===== src/rtl/if_fetch_stage_pkg.sv =====
// Shared types and constants for the instruction-fetch stage.
// Contents: fetch FSM state enum, bus widths, the NOP presented during bubbles.
package if_pkg;

  localparam int unsigned INSTR_W = 32;
  localparam int unsigned ADDR_W  = 32;

  localparam logic [INSTR_W-1:0] NOP_INSTR = INSTR_W'(0);
  localparam logic [ADDR_W-1:0]  PC_STEP   = ADDR_W'(4);

  // IDLE: one cycle after reset, no request
  // REQ: request at pc outstanding
  // SQUASH: draining a request whose data will be dropped
  // HAVE: instruction buffered and presented
  typedef enum logic [1:0] {
    IDLE   = 2'd0,
    REQ    = 2'd1,
    SQUASH = 2'd2,
    HAVE   = 2'd3
  } fetch_state_e;

  // Clear the byte-offset bits of an address.
  function automatic logic [ADDR_W-1:0] word_align(input logic [ADDR_W-1:0] addr);
    return addr & ~ADDR_W'(3);
  endfunction

endpackage


===== src/rtl/if_fetch_stage_if.sv =====
// Instruction-memory request/ack bus.
// Ports:
//   imem_req   fetch stage -> memory, request active
//   imem_addr  fetch stage -> memory, word-aligned address
//   imem_ack   memory -> fetch stage, one-cycle completion pulse
//   imem_rdata memory -> fetch stage, word returned with ack
interface if_fetch_stage_if;
  import if_pkg::*;

  logic               imem_req;
  logic [ADDR_W-1:0]  imem_addr;
  logic               imem_ack;
  logic [INSTR_W-1:0] imem_rdata;

  modport master (
    output imem_req,
    output imem_addr,
    input  imem_ack,
    input  imem_rdata
  );

  modport slave (
    input  imem_req,
    input  imem_addr,
    output imem_ack,
    output imem_rdata
  );

endinterface


===== src/rtl/if_fetch_stage.sv =====
// Instruction-fetch stage: owns the PC, fetches over a req/ack memory bus with
// arbitrary latency, applies EXE branch redirects and hazard freezes, and presents
// {PC+4, Instruction, fetch_valid} to the IF/ID register.
// Ports:
//   clk, rst          clock, asynchronous active-low reset
//   freeze            hazard stall, honoured only while an instruction is presented
//   branch_taken      redirect request (highest priority after reset)
//   branch_addr       redirect target, low two bits ignored
//   imem              instruction-memory bus (master side)
//   PC                pc+4 of the presented instruction
//   Instruction       presented word, NOP when fetch_valid is low
//   fetch_valid       PC/Instruction are meaningful this cycle
module if_fetch_stage
  import if_pkg::*;
#(
  parameter logic [ADDR_W-1:0] RESET_PC = ADDR_W'(0)
) (
  input  logic                clk,
  input  logic                rst,
  input  logic                freeze,
  input  logic                branch_taken,
  input  logic [ADDR_W-1:0]   branch_addr,
  if_fetch_stage_if.master    imem,
  output logic [ADDR_W-1:0]   PC,
  output logic [INSTR_W-1:0]  Instruction,
  output logic                fetch_valid
);

  fetch_state_e       state_q, state_d;
  logic [ADDR_W-1:0]  pc_q, pc_d;
  logic [ADDR_W-1:0]  squash_addr_q, squash_addr_d;
  logic [INSTR_W-1:0] inst_buf_q, inst_buf_d;

  logic [ADDR_W-1:0]  pc_inc;
  logic [ADDR_W-1:0]  branch_target;
  logic               req_c;
  logic [ADDR_W-1:0]  addr_c;
  logic               valid_c;

  assign pc_inc        = pc_q + PC_STEP;
  assign branch_target = word_align(branch_addr);

  // State and datapath registers.
  always_ff @(posedge clk or negedge rst) begin
    if (!rst) begin
      state_q       <= IDLE;
      pc_q          <= RESET_PC;
      squash_addr_q <= ADDR_W'(0);
      inst_buf_q    <= NOP_INSTR;
    end else begin
      state_q       <= state_d;
      pc_q          <= pc_d;
      squash_addr_q <= squash_addr_d;
      inst_buf_q    <= inst_buf_d;
    end
  end

  // Next-state, datapath updates and bus outputs.
  always_comb begin
    state_d       = state_q;
    pc_d          = pc_q;
    squash_addr_d = squash_addr_q;
    inst_buf_d    = inst_buf_q;
    req_c         = 1'b0;
    addr_c        = ADDR_W'(0);
    valid_c       = 1'b0;

    unique case (state_q)
      IDLE: begin
        state_d = REQ;
        if (branch_taken) pc_d = branch_target;
      end

      REQ: begin
        req_c  = 1'b1;
        addr_c = pc_q;
        if (imem.imem_ack) begin
          if (branch_taken) begin
            // Returned word belongs to the old path; refetch at the target.
            pc_d = branch_target;
          end else begin
            inst_buf_d = imem.imem_rdata;
            state_d    = HAVE;
          end
        end else if (branch_taken) begin
          // Request cannot be abandoned: remember its address and drain it.
          squash_addr_d = pc_q;
          pc_d          = branch_target;
          state_d       = SQUASH;
        end
      end

      SQUASH: begin
        req_c  = 1'b1;
        addr_c = squash_addr_q;
        if (branch_taken) pc_d = branch_target;
        if (imem.imem_ack) state_d = REQ;
      end

      HAVE: begin
        valid_c = 1'b1;
        if (branch_taken) begin
          pc_d    = branch_target;
          state_d = REQ;
        end else if (!freeze) begin
          // Prefetch the next sequential word while the current one is consumed.
          req_c  = 1'b1;
          addr_c = pc_inc;
          pc_d   = pc_inc;
          if (imem.imem_ack) begin
            inst_buf_d = imem.imem_rdata;
          end else begin
            state_d = REQ;
          end
        end
      end

      default: state_d = IDLE;
    endcase
  end

  assign imem.imem_req  = req_c;
  assign imem.imem_addr = addr_c;
  assign fetch_valid    = valid_c;
  assign Instruction    = valid_c ? inst_buf_q : NOP_INSTR;
  assign PC             = pc_inc;

endmodule


===== src/flat_wrapper.sv =====
// flat-port wrapper written by rule: the top's interface ports become plain ports
module if_fetch_stage_flat import if_pkg::*;
#(
  parameter logic [ADDR_W-1:0] RESET_PC = ADDR_W'(0)
)
  (clk, rst, freeze, branch_taken, branch_addr, PC, Instruction, fetch_valid, imem_imem_req, imem_imem_addr, imem_imem_ack, imem_imem_rdata);
  if_fetch_stage_if imem_i ();
  input  logic clk;
  input  logic rst;
  input  logic freeze;
  input  logic branch_taken;
  input  logic [ADDR_W-1:0] branch_addr;
  output logic [ADDR_W-1:0] PC;
  output logic [INSTR_W-1:0] Instruction;
  output logic fetch_valid;
  output wire logic [$bits(imem_i.imem_req)-1:0] imem_imem_req;
  output wire logic [$bits(imem_i.imem_addr)-1:0] imem_imem_addr;
  input wire logic [$bits(imem_i.imem_ack)-1:0] imem_imem_ack;
  input wire logic [$bits(imem_i.imem_rdata)-1:0] imem_imem_rdata;
  assign imem_imem_req = imem_i.imem_req;
  assign imem_imem_addr = imem_i.imem_addr;
  assign imem_i.imem_ack = imem_imem_ack;
  assign imem_i.imem_rdata = imem_imem_rdata;
  if_fetch_stage #(.RESET_PC(RESET_PC)) u_core (.clk(clk), .rst(rst), .freeze(freeze), .branch_taken(branch_taken), .branch_addr(branch_addr), .imem(imem_i), .PC(PC), .Instruction(Instruction), .fetch_valid(fetch_valid));
endmodule

===== config.mk =====
export PLATFORM = sky130hd
export DESIGN_NAME = if_fetch_stage_flat
export DESIGN_NICKNAME = d
export VERILOG_FILES = /design/src/rtl/if_fetch_stage_pkg.sv /design/src/rtl/if_fetch_stage_if.sv /design/src/rtl/if_fetch_stage.sv /design/src/flat_wrapper.sv
export SDC_FILE = /design/constraint.sdc
export NUM_CORES = 1
export LEC_CHECK = 0
export BUFFER_PORTS_ARGS = -buffer_cell sky130_fd_sc_hd__buf_2
export CORE_MARGIN = 2
export CORE_UTILIZATION = 38
export DETAILED_ROUTE_END_ITERATION = 7
export PLACE_DENSITY_LB_ADDON = 0.05
export SYNTH_ARGS = -nofsm -noshare
export SYNTH_HDL_FRONTEND = slang
export SYNTH_SLANG_ARGS = --single-unit

===== constraint.sdc =====
create_clock -name clk -period 4.4 [get_ports clk]
set_clock_uncertainty 0.05 [all_clocks]
set_input_delay 0.88 -clock clk [delete_from_list [all_inputs] [get_ports clk]]
set_output_delay 0.88 -clock clk [all_outputs]
set_load 0.1 [all_outputs]

==> flow_summary_export.csv, run 1 <==
group,metric,value,unit
power,p_total,0.00603,W
finish,final_layout_size_suffix_gt1_frac,0.358,
power,power_leakage,3.37,nW
place,gp_congestion,0.853,
die,die_height,129,um
logic_synthesis,synth_area_leaders,"dfrtp_1 (40%), mux2_2 (11%), nand2_1 (4.4%)",
finish,num-nets-final,834,
logic_synthesis,synth.most_common_cell,"dfrtp_1",
power,power_per_cell_area,799,nW/um^2
critical_path,timing.rr.start,"u_core.pc_q[2]$_DFFE_PN0P_",
clocking,clockBufferDepth,2,
grt,grt_max_degree,71,
route,drt_first_pass_iters,5,
critical_path,critPathSlowestCell,"nor4_4",
hold_path,min_from,"u_core.squash_addr_q[30]$_DFFE_PN0P_",
clocking,clkSinkCount,94,
route,wirelength,17.0,mm
die,row_count,45,
critical_path,cpPeakStageDelay,0.69,ns
logic_synthesis,synth_edf_count,0,
clocking,numCtsBuffers,9,
power,switching_share,0.562,
logic_synthesis,ys_top_cells_by_count,"dfrtp_1 (94), nand2_1 (69), mux2_2 (56)",
job,max_cap_violations,0,
finish,stdcell_count,954,
grt,antenna_found_initial,1,
sta,setup-tns-final,0,ns
critical_path,critPathCaptureType,"output port",
clocking,cts_tree,"yes",
critical_path,reg2reg_to,"u_core.pc_q[16]$_DFFE_PN0P_",
critical_path,r2r_setup_slack,1.83,ns
place,dp_hpwl,11.8,mm
critical_path,crit_fanout,9,
place,io_buffers,160,
grt,grt_use_total,0.211,
power,pwr-share-clk,0.123,
finish,fillers,1463,
hold_path,whs_path_depth,2,
sta,maxSlewViolCount,0,
clocking,cts_resized,0,
critical_path,crit_required,3.47,ns
sta,fin_ws,0.406,ns
logic_synthesis,syn-cell-area,5910,sq um
sta,fmax,250,MHz
logic_synthesis,ys.warnings.count,0,
clocking,htreeDepth,3,
route,routedWlPerCell,17.9,um
logic_synthesis,yosys_most_used_dff,"dfrtp_1",
sta,setup_viol,0,
power,internal_power,0.00264,W
grt,grt_pass1_vias,5151,
grt,grt_pass1_wl,27.4,mm
route,viasPerCell,5.40,
power,peakVddDrop,0.620,mV
logic_synthesis,netlist.area_leader.share,0.398,
sta,rsz0062_at_grt,"false",
die,io_pins,167,
power,pwr-share-seq,0.232,
critical_path,path_cells,"ha_1 > nand4_2 > nor4_4 > nand4_1 > xnor2_1 > buf_2",
die,core_area,15200,sq um
place,dp_cells,937,
sta,worst_pin_slew,0.929,ns
route,drc_errors,0,
sta,post-route-period-util,0.908,
clocking,clk_pin_slew_worst_paths,0.07,ns
die,design.die.area,16600,sq um
clocking,cts_setup_buffers,0,
clocking,postCtsHoldBufs,0,
power,power_frac_comb,0.645,
route,num_vias,5148,
sta,relSlewSlack,0.375,
logic_synthesis,syn_avg_cell_area,9.32,sq um
die,initial_utilization,0.389,
logic_synthesis,syn-instance-count,634,
logic_synthesis,ys_ff_latch,94,
critical_path,start_kind,"register",
sta,layout_min_cycle_time,3.99,ns
critical_path,worstSetupPathType,"reg -> out",
finish,syn_to_final_growth,27.8,%
sta,hold_viol,0,
route,drtAntennaViolNets,0,
logic_synthesis,seq_area_frac_synth,0.398,
critical_path,reg2reg_depth,6,
route,drt-initial-drc-count,300,
outcome,status,"finished, final reports clean",
hold_path,hold_path_class,"reg -> reg",
critical_path,cp.arrival,3.06,ns
place,pre_cts_slack,0.738,ns
power,p_sw,0.00339,W
die,die_w,129,um
grt,globalRouteOverflowTotal,0,
clocking,clk_latency,0.35,ns
logic_synthesis,ys_async_sr_fraction,1.00,
hold_path,whs_endpoint,"u_core.squash_addr_q[30]$_DFFE_PN0P_",
finish,fin_util,0.497,
logic_synthesis,synthDistinctLibCells,57,
clocking,clockRootBuffer,"clkbuf_16",
logic_synthesis,yosys.area.top_type,"dfrtp_1",
## layer usage
layer | part of all wire | GRT usage | vias to the layer above
met3 | 0.053 | 0.0387 | 16
li1 | - | - | 2467
met2 | 0.47 | 0.343 | 166
met5 | 0 | 0 | -
met1 | 0.46 | 0.292 | 2499
met4 | 0.014 | 0.0563 | 0
## area by class of cell
cell class | count | area (sq um) | share of cell area
flip-flops and latches | 94 | 2350 | 0.312
well taps | 188 | 235 | 0.0312
multi-input cells | 471 | 3330 | 0.441
repair buffers | 175 | 1320 | 0.175
clock inverters | 6 | 47.5 | 0.00630
inverters | 9 | 33.8 | 0.00447
clock buffers | 10 | 229 | 0.0303
diodes | 1 | 2.50 | 0.000331
## sequential cells by signal, summed over array words and instances, names as in the netlist
register,cells
u_core.inst_buf_q,32
u_core.squash_addr_q,30
u_core.state_q,2
u_core.pc_q,30
## stage by stage
| stage | hold slack (ns) | cell area (sq um) |
|---|---|---|
| after floorplan | 0.400 | 6000 |
| after global placement | 0.414 | 7270 |
| after detailed placement | 0.427 | 7270 |
| after CTS | 0.442 | 7550 |
| after global routing | 0.469 | 7550 |
| final | 0.438 | 7550 |
## worst max-delay path: cells and delay by family, from the launching register on
kind / cells / cell delay, ns
xor gates and xnor gates: 1 / 0.25
and+or+nand+nor: 3 / 1.22
buffers and inverters: 1 / 0.46
adders and majority gates: 1 / 0.32
DFF: 1 / 0.47
## cells in the final DEF (no fill, tap or decap), types with 3 or more instances in the layout
cell and count:
nor4_4 5, or3_1 3, ha_1 4, conb_1 4
and3_1 5, o21ai_1 3, xor2_1 24, nand2_1 69
o21ai_0 49, buf_4 16, nand3_1 19, a21o_1 3
a21oi_1 12, clkbuf_16 9, buf_12 27, clkinv_4 3
inv_1 9, nand2b_1 5, xnor2_1 23, nand4_1 17
mux2_2 56, o2bb2ai_1 6, a22oi_1 9, nor4_1 6
nor2_1 36, a31oi_1 10, nor2b_1 5, dfrtp_1 94
xnor2_2 6, a221oi_1 3, a221o_1 4, and2_1 36
nand3b_1 3, nor3_1 13, buf_2 132
## cell families after synthesis
family	Yosys count	share of synthesized area
buffers and inverters	72	0.0566
AND/OR/NAND/NOR	240	0.228
adder cells (fa/ha/maj)	5	0.0106
other	1	0.000635
AO/OA/AOI/OAI	110	0.116
flip-flops	94	0.398
multiplexers	58	0.110
XOR/XNOR	54	0.0801
## worst max-delay path by stage
stage                                          start                 end  slack, ns  cells after the start
after CTS                 u_core.pc_q[2]$_DFFE_PN0P_              PC[30]       0.36                      6
after floorplan           u_core.pc_q[2]$_DFFE_PN0P_  imem_imem_addr[28]       0.02                      6
after global placement    u_core.pc_q[2]$_DFFE_PN0P_              PC[30]       0.78                      6
after detailed placement  u_core.pc_q[2]$_DFFE_PN0P_              PC[30]       0.74                      6
final                     u_core.pc_q[2]$_DFFE_PN0P_              PC[30]       0.41                      6
after global routing      u_core.pc_q[3]$_DFFE_PN0P_              PC[30]       0.19                      6
## power groups by stage
stage / sequential (W) / combinational [W] / clock (W)
6_report: 0.00140 / 0.00389 / 0.000743
5_1_grt: 0.00144 / 0.00406 / 0.000804
4_1_cts: 0.00140 / 0.00391 / 0.000764
3_5_place_dp: 0.00141 / 0.00391 / 0
3_3_place_gp: 0.00139 / 0.00389 / 0
2_1_floorplan: 0.00131 / 0.00302 / 0
Note: power is estimated with default switching activity, not from simulation.
==> inputs of run 2 (changes only) <==
Settings changed: ABC_AREA set to 1, GPL_ROUTABILITY_DRIVEN set to 0, REMOVE_ABC_BUFFERS set to 1.
==> flow_summary_export.csv, run 2 <==
group,metric,value,unit
place,dp_hpwl,11.9,mm
logic_synthesis,yosys.area.top_type,"dfrtp_1",
critical_path,r2r_setup_slack,1.85,ns
sta,rsz0062_at_grt,"false",
clocking,htreeDepth,3,
logic_synthesis,synth_top_family_by_area,"simple AND/OR/NAND/NOR gates",
sta,layout_min_cycle_time,3.80,ns
sta,hold_viol,0,
finish,reg_top3,"u_core.inst_buf_q: 32 flops, u_core.pc_q: 30 flops, u_core.squash_addr_q: 30 flops",
route,drtAntennaViolNets,0,
critical_path,cp.arrival,2.87,ns
grt,globalRouteOverflowTotal,0,
die,row_count,45,
outcome,status,"finished, final reports clean",
finish,layout_common_cells,"nand2_1 (319), inv_1 (130), buf_2 (128), o21ai_0 (106), dfrtp_1 (94)",
die,die_w,128,um
sta,setup-tns-final,0,ns
critical_path,critPathCaptureType,"output port",
logic_synthesis,synthMuxAreaShare,0.00193,
route,num_vias,5561,
critical_path,reg2reg_depth,8,
finish,largest_reg_flops,32,
critical_path,cpMostUsedCell,"inv_1",
logic_synthesis,synth_edf_count,0,
finish,regMostFlops,"u_core.inst_buf_q",
logic_synthesis,netlist.area_leader.share,0.404,
logic_synthesis,ys_ff_latch,94,
route,routedWlPerCell,14.0,um
critical_path,crit_buf_inv,4,
logic_synthesis,syn_avg_cell_area,6.75,sq um
critical_path,crit_required,3.47,ns
logic_synthesis,synth-compound-area-share,0.147,
logic_synthesis,synth.most_common_cell,"nand2_1",
clocking,cts_setup_buffers,0,
route,wirelength,16.8,mm
sta,relSlewSlack,0.462,
logic_synthesis,syn-instance-count,863,
die,design.die.area,16300,sq um
critical_path,worstSetupPathType,"reg -> out",
logic_synthesis,synth_adder_area_share,0.0107,
clocking,clk_latency,0.35,ns
hold_path,hold_path_class,"in -> async",
clocking,cts_resized,0,
sta,maxSlewViolCount,0,
critical_path,cp-startpoint,"u_core.state_q[1]$_DFFE_PN0P_",
critical_path,path_cells,"inv_1 > ha_1 > inv_1 > o21ai_0 > inv_1 > a21oi_1 > buf_12",
finish,final_layout_size_suffix_gt1_frac,0.222,
critical_path,start_kind,"register",
sta,post-route-period-util,0.863,
grt,grt_pass1_vias,5269,
critical_path,critPathSlowestCell,"inv_1",
logic_synthesis,ys_top_cells_by_count,"nand2_1 (319), inv_1 (130), o21ai_0 (106)",
sta,worst_pin_slew,0.807,ns
critical_path,crit_family,"buffers and inverters",
sta,fmax,263,MHz
clocking,clk_pin_slew_worst_paths,0.07,ns
place,io_buffers,160,
clocking,clockBufferDepth,2,
critical_path,timing.rr.start,"u_core.state_q[1]$_DFFE_PN0P_",
grt,grt_pass1_wl,27.2,mm
logic_synthesis,ys_async_sr_fraction,1.00,
route,drt_first_pass_iters,4,
critical_path,crit_fanout,23,
logic_synthesis,syn-cell-area,5820,sq um
finish,num-nets-final,1080,
die,core_area,15100,sq um
route,drc_errors,0,
route,drt-initial-drc-count,356,
clocking,clkSinkCount,94,
logic_synthesis,yosys_most_used_dff,"dfrtp_1",
critical_path,cpPeakStageDelay,0.55,ns
logic_synthesis,seq_area_frac_synth,0.404,
logic_synthesis,synth_area_leaders,"dfrtp_1 (40%), nand2_1 (21%), o21ai_0 (9.1%)",
clocking,cts_tree,"yes",
sta,setup_viol,0,
finish,syn_to_final_growth,30.2,%
logic_synthesis,ys.warnings.count,0,
clocking,numCtsBuffers,9,
logic_synthesis,synthXorXnorAreaFrac,0.0243,
logic_synthesis,synthDistinctLibCells,30,
die,io_pins,167,
die,die_height,128,um
grt,grt_use_total,0.211,
grt,antenna_found_initial,2,
job,max_cap_violations,0,
route,viasPerCell,4.63,
critical_path,reg2reg_to,"u_core.squash_addr_q[12]$_DFFE_PN0P_",
die,initial_utilization,0.386,
clocking,postCtsHoldBufs,0,
finish,fillers,1580,
logic_synthesis,synthSimpleGateAreaFrac,0.295,
clocking,clockRootBuffer,"clkbuf_16",
grt,grt_max_degree,65,
finish,final_common_cell,"nand2_1",
run 2: changes by cell type in the layout (fill, tap and decap cells not counted), sizes merged, moves of 29 or more:
cell   previous run  this run
o21ai            53       121
inv              10       133
and2             36         3
nand2            70       331
xnor2            29         0
mux2             56         1
run 2: kinds of logic after synthesis:
| logic type | Yosys count |
|---|---|
| AOI/OAI and AO/OA | 163 |
| DFF | 94 |
| muxes | 1 |
| other | 1 |
| buffers and inverters | 174 |
| adders and majority gates | 5 |
| xor gates and xnor gates | 11 |
| and+or+nand+nor | 414 |
run 2: layer usage:
| metal | vias up | track usage | share of wire |
|---|---|---|---|
| li1 | 2923 | - | - |
| met1 | 2473 | 0.284 | 0.46 |
| met2 | 147 | 0.339 | 0.46 |
| met3 | 16 | 0.0534 | 0.062 |
| met4 | 2 | 0.0588 | 0.014 |
| met5 | - | 0 | 0.00042 |
run 2: layout make-up:
cell class | instances | area (sq um) | share of cell area
Timing Repair Buffer | 172 | 1360 | 0.179
Multi-Input combinational cell | 598 | 2820 | 0.372
Clock buffer | 10 | 229 | 0.0302
Inverter | 131 | 492 | 0.0649
Sequential cell | 94 | 2350 | 0.310
Clock inverter | 6 | 92.6 | 0.0122
Tap cell | 188 | 235 | 0.0310
Antenna cell | 1 | 2.50 | 0.000330
run 2: stage by stage:
stage	area, sq um	setup slack (ns)	util	hold slack, ns	instances
2_1_floorplan	5650	-1.77	-	0.403	823
3_3_place_gp	7250	0.977	0.481	0.415	1183
3_5_place_dp	7250	0.959	0.481	0.423	1183
4_1_cts	7570	0.549	0.502	0.423	1199
5_1_grt	7570	0.359	0.502	0.444	1199
6_report	7580	0.602	0.502	0.417	1200
run 2: worst max-delay path by stage:
stage	depth (start not counted)	endpoint	slack (ns)
3_5_place_dp	7	imem_imem_addr[24]	0.96
3_3_place_gp	7	imem_imem_addr[24]	0.98
6_report	7	imem_imem_addr[16]	0.60
5_1_grt	7	imem_imem_addr[16]	0.36
2_1_floorplan	5	imem_imem_addr[8]	-1.77
4_1_cts	7	imem_imem_addr[24]	0.55
Power of run 2 is left out: the tool's default activity adds up to more than one toggle a clock period on the data nets, which glitch-free logic cannot reach.
==> inputs of run 3 (changes only) <==
Settings changed: CORE_UTILIZATION 38 to 35, MAX_ROUTING_LAYER set to met4.
==> flow_summary_export.csv, run 3 (synthesis gave the netlist of run 2 again) <==
group,metric,value,unit
clocking,cts_tree,"yes",
route,drt-initial-drc-count,315,
finish,layout_common_cells,"nand2_1 (319), inv_1 (130), buf_2 (128), o21ai_0 (106), dfrtp_1 (94)",
clocking,clk_latency,0.35,ns
critical_path,cp.arrival,2.91,ns
clocking,clockRootBuffer,"clkbuf_16",
sta,maxSlewViolCount,0,
grt,grt_use_total,0.203,
critical_path,crit_required,3.47,ns
die,die_height,133,um
clocking,htreeDepth,3,
clocking,cts_setup_buffers,0,
job,max_cap_violations,0,
sta,relSlewSlack,0.442,
critical_path,crit_fanout,23,
finish,num-nets-final,1079,
die,row_count,47,
sta,fmax,260,MHz
route,viasPerCell,4.55,
critical_path,reg2reg_to,"u_core.squash_addr_q[7]$_DFFE_PN0P_",
route,wirelength,17.1,mm
die,design.die.area,17700,sq um
critical_path,crit_end,"imem_imem_addr[27]",
sta,layout_min_cycle_time,3.84,ns
die,die_w,133,um
route,routedWlPerCell,13.9,um
finish,final_layout_size_suffix_gt1_frac,0.223,
critical_path,timing.rr.start,"u_core.state_q[1]$_DFFE_PN0P_",
finish,final_common_cell,"nand2_1",
route,drtAntennaViolNets,0,
critical_path,cp-startpoint,"u_core.state_q[1]$_DFFE_PN0P_",
die,io_pins,167,
sta,setup_viol,0,
die,initial_utilization,0.355,
hold_path,hold_path_class,"reg -> reg",
sta,hold_viol,0,
sta,worst_pin_slew,0.836,ns
clocking,postCtsHoldBufs,0,
grt,grt_pass1_vias,5219,
finish,reg_top3,"u_core.inst_buf_q: 32 flops, u_core.pc_q: 30 flops, u_core.squash_addr_q: 30 flops",
critical_path,path_cells,"inv_1 > ha_1 > inv_1 > o21ai_0 > inv_1 > a21oi_1 > buf_12",
clocking,numCtsBuffers,9,
critical_path,worstSetupPathType,"reg -> out",
route,drt_first_pass_iters,5,
critical_path,critPathSlowestCell,"inv_1",
clocking,clkSinkCount,94,
finish,largest_reg_flops,32,
critical_path,start_kind,"register",
grt,grt_max_degree,65,
route,num_vias,5606,
finish,regMostFlops,"u_core.inst_buf_q",
critical_path,cpPeakStageDelay,0.55,ns
route,drc_errors,0,
critical_path,critPathCaptureType,"output port",
place,dp_hpwl,12.2,mm
grt,globalRouteOverflowTotal,0,
place,io_buffers,160,
critical_path,cpMostUsedCell,"inv_1",
critical_path,reg2reg_depth,8,
clocking,clk_pin_slew_worst_paths,0.07,ns
sta,post-route-period-util,0.873,
grt,grt_pass1_wl,27.4,mm
clocking,clockBufferDepth,2,
clocking,cts_resized,0,
finish,fin_util,0.466,
sta,rsz0062_at_grt,"false",
outcome,status,"finished, final reports clean",
finish,syn_to_final_growth,31.4,%
critical_path,r2r_setup_slack,1.82,ns
grt,antenna_found_initial,1,
die,core_area,16400,sq um
-- run 3: cell types whose count changed in the layout (fill, tap and decap cells not counted), sizes merged --
cell / previous run / this run
inv: 133 / 131
buf: 172 / 171
bufinv: 2 / 3
clkbuf: 10 / 11
-- run 3: final cells by class --
type | instances | area (sq um)
fill | 1679 | 8760
multi-input combinational | 598 | 2820
sequential | 94 | 2350
timing repair buffer | 171 | 1350
inverter | 131 | 492
tap | 220 | 275
clock buffer | 11 | 253
clock inverter | 5 | 105
antenna | 1 | 2.50
-- run 3: critical path, delay by kind of cell (launching register included) --
kind	cells	cell delay (ns)
DFF	1	0.41
buffers and inverters	4	0.94
adders and majority gates	1	0.52
AOI/OAI and AO/OA	2	0.66
-- run 3: worst min path at each step --
stage	cells past startpoint	from	slack [ns]	endpoint
after global placement	2	u_core.squash_addr_q[20]$_DFFE_PN0P_	0.42	u_core.squash_addr_q[20]$_DFFE_PN0P_
after floorplan	2	u_core.inst_buf_q[0]$_DFFE_PN0P_	0.40	u_core.inst_buf_q[0]$_DFFE_PN0P_
after CTS	2	u_core.squash_addr_q[13]$_DFFE_PN0P_	0.44	u_core.squash_addr_q[13]$_DFFE_PN0P_
final	2	u_core.inst_buf_q[23]$_DFFE_PN0P_	0.43	u_core.inst_buf_q[23]$_DFFE_PN0P_
after detailed placement	2	u_core.inst_buf_q[23]$_DFFE_PN0P_	0.42	u_core.inst_buf_q[23]$_DFFE_PN0P_
after global routing	2	u_core.inst_buf_q[17]$_DFFE_PN0P_	0.46	u_core.inst_buf_q[17]$_DFFE_PN0P_
-- run 3: layer usage --
metal	track usage	share of wire
met5	-	0
met4	0.0783	0.022
met1	0.264	0.46
met2	0.318	0.47
met3	0.0349	0.052
-- run 3: through the flow --
| stage | cell area [sq um] | TNS, ns | std cells | hold slack, ns | worst slack (ns) |
|---|---|---|---|---|---|
| 2_1_floorplan | 5650 | -51.56 | 823 | 0.403 | -1.77 |
| 3_3_place_gp | 7290 | 0 | 1214 | 0.415 | 0.947 |
| 3_5_place_dp | 7290 | 0 | 1214 | 0.424 | 0.941 |
| 4_1_cts | 7650 | 0 | 1230 | 0.440 | 0.548 |
| 5_1_grt | 7650 | 0 | 1231 | 0.455 | 0.357 |
| 6_report | 7650 | 0 | 1231 | 0.433 | 0.560 |
Power of run 3 is left out for the same reason.
